File: config.mk
export PLATFORM = sky130hd
export DESIGN_NAME = m_unit_iterative_flat
export DESIGN_NICKNAME = d
export VERILOG_FILES = /design/src/rtl/m_unit_if.sv /design/src/rtl/m_unit_iterative.sv /design/src/flat_wrapper.sv
export SDC_FILE = /design/constraint.sdc
export NUM_CORES = 1
export LEC_CHECK = 0
export BUFFER_PORTS_ARGS = -buffer_cell sky130_fd_sc_hd__buf_2
export CORE_UTILIZATION = 40
export CTS_BUF_LIST = sky130_fd_sc_hd__clkbuf_8
export CTS_CLUSTER_SIZE = 8
export DETAILED_ROUTE_END_ITERATION = 12
export PLACE_DENSITY = 0.62
export SLEW_MARGIN = 5
export SYNTH_ARGS = -nofsm -noshare
export SYNTH_HDL_FRONTEND = slang
export SYNTH_SLANG_ARGS = --single-unit
File: constraint.sdc
create_clock -name clk -period 5.4 [get_ports clk]
set_clock_uncertainty 0.1 [all_clocks]
set_input_delay 0.81 -clock clk [delete_from_list [all_inputs] [get_ports clk]]
set_output_delay 0.81 -clock clk [all_outputs]
set_load 0.01 [all_outputs]
File: src/rtl/m_unit_if.sv
// m_unit_if: execute-stage handshake between the pipeline and the iterative M unit
interface m_unit_if #(parameter int XLEN = 32);
    logic            m_start;
    logic [2:0]      m_func3;
    logic [XLEN-1:0] m_op_a;
    logic [XLEN-1:0] m_op_b;
    logic [4:0]      m_rd;
    logic            flush;
    logic            m_stall;
    logic            m_result_valid;
    logic [XLEN-1:0] m_result;
    logic [4:0]      m_result_rd;
    modport master (
        output m_start, m_func3, m_op_a, m_op_b, m_rd, flush,
        input  m_stall, m_result_valid, m_result, m_result_rd
    );
    modport slave (
        input  m_start, m_func3, m_op_a, m_op_b, m_rd, flush,
        output m_stall, m_result_valid, m_result, m_result_rd
    );
endinterface

File: src/rtl/m_unit_iterative.sv
// m_unit_iterative: RV32M multiply/divide, one radix-2 step per cycle on a shared hi/lo datapath
module m_unit_iterative #(
    parameter int XLEN  = 32,
    parameter int CNT_W = 6
) (
    input logic   clk,
    input logic   rst,
    m_unit_if.slave mif
);
    typedef enum logic [1:0] {IDLE, CALC, DONE} state_t;
    state_t state;
    logic [2:0]       f3_q;
    logic [4:0]       rd_q;
    logic             sa_q, sb_q;
    logic [XLEN-1:0]  opd, hi, lo;
    logic [CNT_W-1:0] cnt;
    logic [2:0]       f3;
    logic             sgn_a_op, sgn_b_op, neg_a, neg_b, div0, ovf, special;
    logic [XLEN-1:0]  op_a, op_b, mag_a, mag_b, spec_res;
    assign f3       = mif.m_func3;
    assign op_a     = mif.m_op_a;
    assign op_b     = mif.m_op_b;
    assign sgn_a_op = ~f3[2] ? (f3[1:0] != 2'b11) : ~f3[0];
    assign sgn_b_op = ~f3[2] ? ~f3[1] : ~f3[0];
    assign neg_a    = sgn_a_op & op_a[XLEN-1];
    assign neg_b    = sgn_b_op & op_b[XLEN-1];
    assign mag_a    = neg_a ? -op_a : op_a;
    assign mag_b    = neg_b ? -op_b : op_b;
    assign div0     = f3[2] & (op_b == '0);
    assign ovf      = f3[2] & ~f3[0] & (op_a == {1'b1, {(XLEN-1){1'b0}}}) & (&op_b);
    assign special  = div0 | ovf;
    assign spec_res = div0 ? (f3[1] ? op_a : '1) : (f3[1] ? '0 : op_a);
    // mul: hi:lo shifts right, lo holds the multiplier; div: hi is the partial remainder, lo the dividend/quotient
    logic            is_div, neg_q;
    logic [XLEN:0]   sum, shifted, diff;
    logic [XLEN-1:0] hi_n, lo_n, quo, rem, calc_res;
    logic [2*XLEN-1:0] prod, prod_s;
    assign is_div   = f3_q[2];
    assign sum      = {1'b0, hi} + (lo[0] ? {1'b0, opd} : '0);
    assign shifted  = {hi, lo[XLEN-1]};
    assign diff     = shifted - {1'b0, opd};
    assign hi_n     = is_div ? (diff[XLEN] ? shifted[XLEN-1:0] : diff[XLEN-1:0]) : sum[XLEN:1];
    assign lo_n     = is_div ? {lo[XLEN-2:0], ~diff[XLEN]} : {sum[0], lo[XLEN-1:1]};
    assign neg_q    = sa_q ^ sb_q;
    assign prod     = {hi_n, lo_n};
    assign prod_s   = neg_q ? -prod : prod;
    assign quo      = neg_q ? -lo_n : lo_n;
    assign rem      = sa_q ? -hi_n : hi_n;
    assign calc_res = is_div ? (f3_q[1] ? rem : quo)
                             : (f3_q[1:0] == 2'b00 ? prod_s[XLEN-1:0] : prod_s[2*XLEN-1:XLEN]);
    assign mif.m_stall        = (state == IDLE && mif.m_start && !mif.flush) || state == CALC;
    assign mif.m_result_valid = state == DONE && !mif.flush;
    always_ff @(posedge clk or posedge rst) begin
        if (rst) begin
            state           <= IDLE;
            f3_q            <= '0;
            rd_q            <= '0;
            sa_q            <= 1'b0;
            sb_q            <= 1'b0;
            opd             <= '0;
            hi              <= '0;
            lo              <= '0;
            cnt             <= '0;
            mif.m_result    <= '0;
            mif.m_result_rd <= '0;
        end else if (mif.flush) begin
            state <= IDLE;
        end else begin
            case (state)
                IDLE: if (mif.m_start) begin
                    f3_q <= f3;
                    rd_q <= mif.m_rd;
                    sa_q <= neg_a;
                    sb_q <= neg_b;
                    opd  <= f3[2] ? mag_b : mag_a;
                    lo   <= f3[2] ? mag_a : mag_b;
                    hi   <= '0;
                    cnt  <= '0;
                    if (special) begin
                        mif.m_result    <= spec_res;
                        mif.m_result_rd <= mif.m_rd;
                        state           <= DONE;
                    end else begin
                        state <= CALC;
                    end
                end
                CALC: begin
                    hi  <= hi_n;
                    lo  <= lo_n;
                    cnt <= cnt + 1'b1;
                    if (cnt == CNT_W'(XLEN-1)) begin
                        mif.m_result    <= calc_res;
                        mif.m_result_rd <= rd_q;
                        state           <= DONE;
                    end
                end
                default: state <= IDLE;
            endcase
        end
    end
endmodule
File: src/flat_wrapper.sv
// flat-port wrapper written by rule: the top's interface ports become plain ports
module m_unit_iterative_flat 
#(
    parameter int XLEN  = 32,
    parameter int CNT_W = 6
)
  (clk, rst, mif_m_start, mif_m_func3, mif_m_op_a, mif_m_op_b, mif_m_rd, mif_flush, mif_m_stall, mif_m_result_valid, mif_m_result, mif_m_result_rd);
  m_unit_if #(.XLEN(XLEN)) mif_i ();
  input logic clk;
  input logic rst;
  input wire logic [$bits(mif_i.m_start)-1:0] mif_m_start;
  input wire logic [$bits(mif_i.m_func3)-1:0] mif_m_func3;
  input wire logic [$bits(mif_i.m_op_a)-1:0] mif_m_op_a;
  input wire logic [$bits(mif_i.m_op_b)-1:0] mif_m_op_b;
  input wire logic [$bits(mif_i.m_rd)-1:0] mif_m_rd;
  input wire logic [$bits(mif_i.flush)-1:0] mif_flush;
  output wire logic [$bits(mif_i.m_stall)-1:0] mif_m_stall;
  output wire logic [$bits(mif_i.m_result_valid)-1:0] mif_m_result_valid;
  output wire logic [$bits(mif_i.m_result)-1:0] mif_m_result;
  output wire logic [$bits(mif_i.m_result_rd)-1:0] mif_m_result_rd;
  assign mif_i.m_start = mif_m_start;
  assign mif_i.m_func3 = mif_m_func3;
  assign mif_i.m_op_a = mif_m_op_a;
  assign mif_i.m_op_b = mif_m_op_b;
  assign mif_i.m_rd = mif_m_rd;
  assign mif_i.flush = mif_flush;
  assign mif_m_stall = mif_i.m_stall;
  assign mif_m_result_valid = mif_i.m_result_valid;
  assign mif_m_result = mif_i.m_result;
  assign mif_m_result_rd = mif_i.m_result_rd;
  m_unit_iterative #(.XLEN(XLEN), .CNT_W(CNT_W)) u_core (.clk(clk), .rst(rst), .mif(mif_i));
endmodule
==> metrics.log <==
[metrics] status: finished, final reports clean
[metrics] area of combinational cells with multiple inputs: 12600 sq um
[metrics] first-pass GRT wire length: 120000 microns
[metrics] WS Path Type: reg -> reg
[metrics] Worst VDD drop: 0.000358 V
[metrics] Clock H-tree levels: 4
[metrics] number of max-slew violations in the final report: 0
[metrics] largest cells by area after synthesis: sky130_fd_sc_hd__dfrtp_1 (22%), sky130_fd_sc_hd__o21ai_0 (7.3%), sky130_fd_sc_hd__nand2_1 (7.0%)
[metrics] largest stage delay on the critical path: 0.49 ns
[metrics] number of antenna violations at the first check in global routing: 2
[metrics] Post-Place Cell Area: 19200 sq um
[metrics] count of final hold-check violations: 0
[metrics] maximum number of pins on one net before global-route repair: 115
[metrics] number of instances in the synthesized netlist: 2378
[metrics] Bufs and invs on worst path: 3
[metrics] Warnings, synthesis: 0
[metrics] Power Density: 760 nW/um^2
[metrics] fraction of the cycle the final worst path needs: 96.4%
[metrics] element type at the critical path start: flop
[metrics] Setup-failing EPs final: 0
[metrics] critical path peak fanout: 21
[metrics] die area: 43800 sq um
[metrics] Detail Placement HPWL: 65700 microns
[metrics] top flip-flop cell by instance count after synthesis: sky130_fd_sc_hd__dfrtp_1
[metrics] total I/O pin count: 115
[metrics] fillers: 4321
[metrics] via density per instance: 6.36
[metrics] Worst-path clk slew: 0.10 ns
[metrics] post-synth net total: 2526
[metrics] cell type group with the largest total delay on the critical path: simple AND/OR/NAND/NOR gates
[metrics] Worst-Margin Slew: 1.19 ns
[metrics] top cell type's share of synthesized area: 22.0%
[metrics] most common cell type on the critical path: sky130_fd_sc_hd__buf_4
[metrics] share of async-settable or async-resettable flops after synthesis: 100%
[metrics] WL per Instance: 26.6 microns
[metrics] final WL: 82100 microns
[metrics] count of unique library cells instantiated by Yosys: 108
[metrics] number of register bits inferred by synthesis: 151
[metrics] die boundary height: 209 microns
[metrics] Cell Rows: 75
[metrics] final instance count without filler cells: 3087
[metrics] most instantiated cells after synthesis: sky130_fd_sc_hd__nand2_1 (321), sky130_fd_sc_hd__o21ai_0 (250), sky130_fd_sc_hd__a21oi_1 (228)
[metrics] count of vias placed by the detailed router: 19.6k
[metrics] Cell Count Post-Placement: 3053
[metrics] library cell with the highest instance count after synthesis: sky130_fd_sc_hd__nand2_1
[metrics] Post-Route Hold Slack: 0.246 ns
[metrics] number of enable flip-flop cells after synthesis: 0
[metrics] Floorplan Core Area: 42100 sq um
[metrics] die span in x: 209 microns
[metrics] reported max-cap violation count: 0
[metrics] number of global-route vias before repair: 18.0k
[metrics] Seq/Total Area, Yosys: 22.0%
[metrics] overall overflow remaining after global route: 0
[metrics] drt first-iter violations: 2569
[metrics] post-synthesis to final-layout area growth: 14.5%
[metrics] GRT Overall Usage: 37.3%
[metrics] clock buffer count from CTS: 17
[metrics] arrival time worst endpoint: 5.56 ns
[metrics] antenna viol nets, final: 0
[metrics] cell with the largest stage delay on the worst path: sky130_fd_sc_hd__nand3_1
[metrics] cell at the root of the clock tree: sky130_fd_sc_hd__clkbuf_8
[metrics] Crit path required time: 5.75 ns
[metrics] maximum number of buffers from clock root to sink: 2
[metrics] layout cell share with drive strength beyond 1: 16.4%
[metrics] final total power: 15.0 mW
[metrics] clock latency of the later-clocked register in the worst-skew pair: 0.57 ns
[metrics] setup TNS after final layout: 0 ns
[metrics] CTS Hold Bufs: 0
[metrics] initial cell density of the core: 40.8%
[metrics] type of the tightest min-delay check: in -> async
[metrics] final RePlAce weighted congestion: 0.997
[metrics] Critical Path End Type: flop
[metrics] TritonCTS sink count: 151
[metrics] LEAKAGE: 8.38 nW
[metrics] number of nets in the layout: 2682
[metrics] FMAX: 0.192 GHz
[metrics] worst-case headroom to the max-slew limit: 20.3%
[metrics] final standard cell area without fillers: 19700 sq um
[metrics] biggest area consumer among synthesized cells: sky130_fd_sc_hd__dfrtp_1
[metrics] DR pass1 iterations: 6
[metrics] CP cell instances: ha_2 -> nand4_2 -> nor4_4 -> o211ai_2 -> a21o_1 -> buf_4 -> a21oi_4 -> buf_4 -> o21ai_0 -> o311ai_1 -> nand3_1 -> nor3_2 -> buf_4 -> nor2_1 -> xnor2_1 -> a211oi_1 -> or3_1
[metrics] CTS tree: yes
[metrics] total of buffers placed on input and output ports: 114
[metrics] post-detailed-route DRC marker count: 0
[metrics] Synth Area per Inst: 7.23 sq um
[metrics] sequential cell area: 3780 sq um
[metrics] minimum clock period after layout: 5.20 ns
[metrics] area of the mapped netlist: 17200 sq um
==> placed cells by master (no fill, tap or decap), types with 74 or more instances in the layout <==
master | Yosys | routed
sky130_fd_sc_hd__o21ai_0 | 250 | 250
sky130_fd_sc_hd__xor2_1 | 87 | 86
sky130_fd_sc_hd__a21oi_1 | 228 | 225
sky130_fd_sc_hd__nand2_1 | 321 | 321
sky130_fd_sc_hd__xnor2_1 | 93 | 92
sky130_fd_sc_hd__inv_1 | 73 | 74
sky130_fd_sc_hd__nor2_1 | 190 | 186
sky130_fd_sc_hd__buf_4 | 4 | 172
sky130_fd_sc_hd__dfrtp_1 | 151 | 150
sky130_fd_sc_hd__buf_2 | 25 | 113
==> power by group <==
group          internal [mW]  total, mW  switching [mW]
Clock                  0.457      0.990           0.533
Combinational           4.23       11.8            7.60
Sequential              1.61       2.13           0.526
Total                   6.29       15.0            8.66
==> worst reg2reg max path, cell delays in order (launching register included) <==
cell	delay (ns)
sky130_fd_sc_hd__dfrtp_1	0.45
sky130_fd_sc_hd__ha_2	0.44
sky130_fd_sc_hd__nand4_2	0.23
sky130_fd_sc_hd__nor4_4	0.35
sky130_fd_sc_hd__o211ai_2	0.19
sky130_fd_sc_hd__a21o_1	0.26
sky130_fd_sc_hd__buf_4	0.18
sky130_fd_sc_hd__a21oi_4	0.17
sky130_fd_sc_hd__buf_4	0.36
sky130_fd_sc_hd__o21ai_0	0.15
sky130_fd_sc_hd__o311ai_1	0.21
sky130_fd_sc_hd__nand3_1	0.49
sky130_fd_sc_hd__nor3_2	0.47
sky130_fd_sc_hd__buf_4	0.22
sky130_fd_sc_hd__nor2_1	0.06
sky130_fd_sc_hd__xnor2_1	0.26
sky130_fd_sc_hd__a211oi_1	0.12
sky130_fd_sc_hd__or3_1	0.38
==> layout make-up <==
type | count | area share [%]
tap | 539 | 3.43
timing repair buffer | 288 | 9.74
clock buffer | 17 | 1.19
sequential | 151 | 19.2
clock inverter | 15 | 0.890
multi-input combinational | 1998 | 64.0
antenna | 1 | 0.0127
inverter | 78 | 1.51
==> metrics by stage <==
step / util (%) / setup slack, ns
6_report: 46.7 / 0.197
4_1_cts: 46.5 / 0.0440
2_1_floorplan: - / 0.00528
3_5_place_dp: 45.5 / 0.119
3_3_place_gp: 45.5 / 0.113
5_1_grt: 46.7 / -0.0342
==> cells by family (layout without fill, tap and decap cells) <==
| family | count (synthesis) | in the layout | share of synthesized area [%] |
|---|---|---|---|
| other | 0 | 1 | 0 |
| and+or+nand+nor | 875 | 875 | 24.6 |
| adders and majority gates | 80 | 80 | 5.79 |
| DFF | 151 | 151 | 22.0 |
| muxes | 63 | 63 | 3.71 |
| buffers and inverters | 229 | 398 | 5.54 |
| xor gates and xnor gates | 180 | 180 | 9.17 |
| AOI/OAI and AO/OA | 800 | 800 | 29.2 |
==> metal layers <==
layer / vias to the layer above / track usage [%] / routed length [microns]
li1: 8956 / - / -
met1: 9496 / 51.7 / 35700
met3: 155 / 7.71 / 7510
met4: 2 / 14.0 / 3000
met2: 1026 / 56.9 / 35800
met5: - / 0 / 50
==> path summary, 6_finish.rpt <==
path | from | endpoint | slack, ns | cells past startpoint
worst min-delay path | rst | u_core.cnt[0] | 0.25 | 2
max in group asynchronous | rst | u_core.mif.m_result[29] | 3.98 | 3
worst max register to register | u_core.hi[22] | u_core.mif.m_result[11] | 0.20 | 17
worst min register to register | u_core.mif.m_result[9] | u_core.mif.m_result[9] | 0.39 | 2
min in group clk | mif_m_rd[4] | u_core.rd_q[4] | 0.34 | 3
worst max-delay path | u_core.hi[22] | u_core.mif.m_result[11] | 0.20 | 17
==> flip-flops by register name (all words and copies together) (netlist names) <==
| name | count |
|---|---|
| u_core.sa_q | 1 |
| u_core.hi | 32 |
| u_core.sb_q | 1 |
| u_core.opd | 32 |
| u_core.state | 2 |
| u_core.rd_q | 5 |
| u_core.lo | 32 |
| u_core.cnt | 6 |
| u_core.mif.m_result_rd | 5 |
| u_core.f3_q | 3 |
| u_core.mif.m_result | 32 |
==> what timing repair did <==
item / in CTS / in global routing
buffers inserted: 0 / 1
setup endpoints to repair: 0 / 19
resized for setup: 0 / 21
Power figures use the tool's default switching activity.
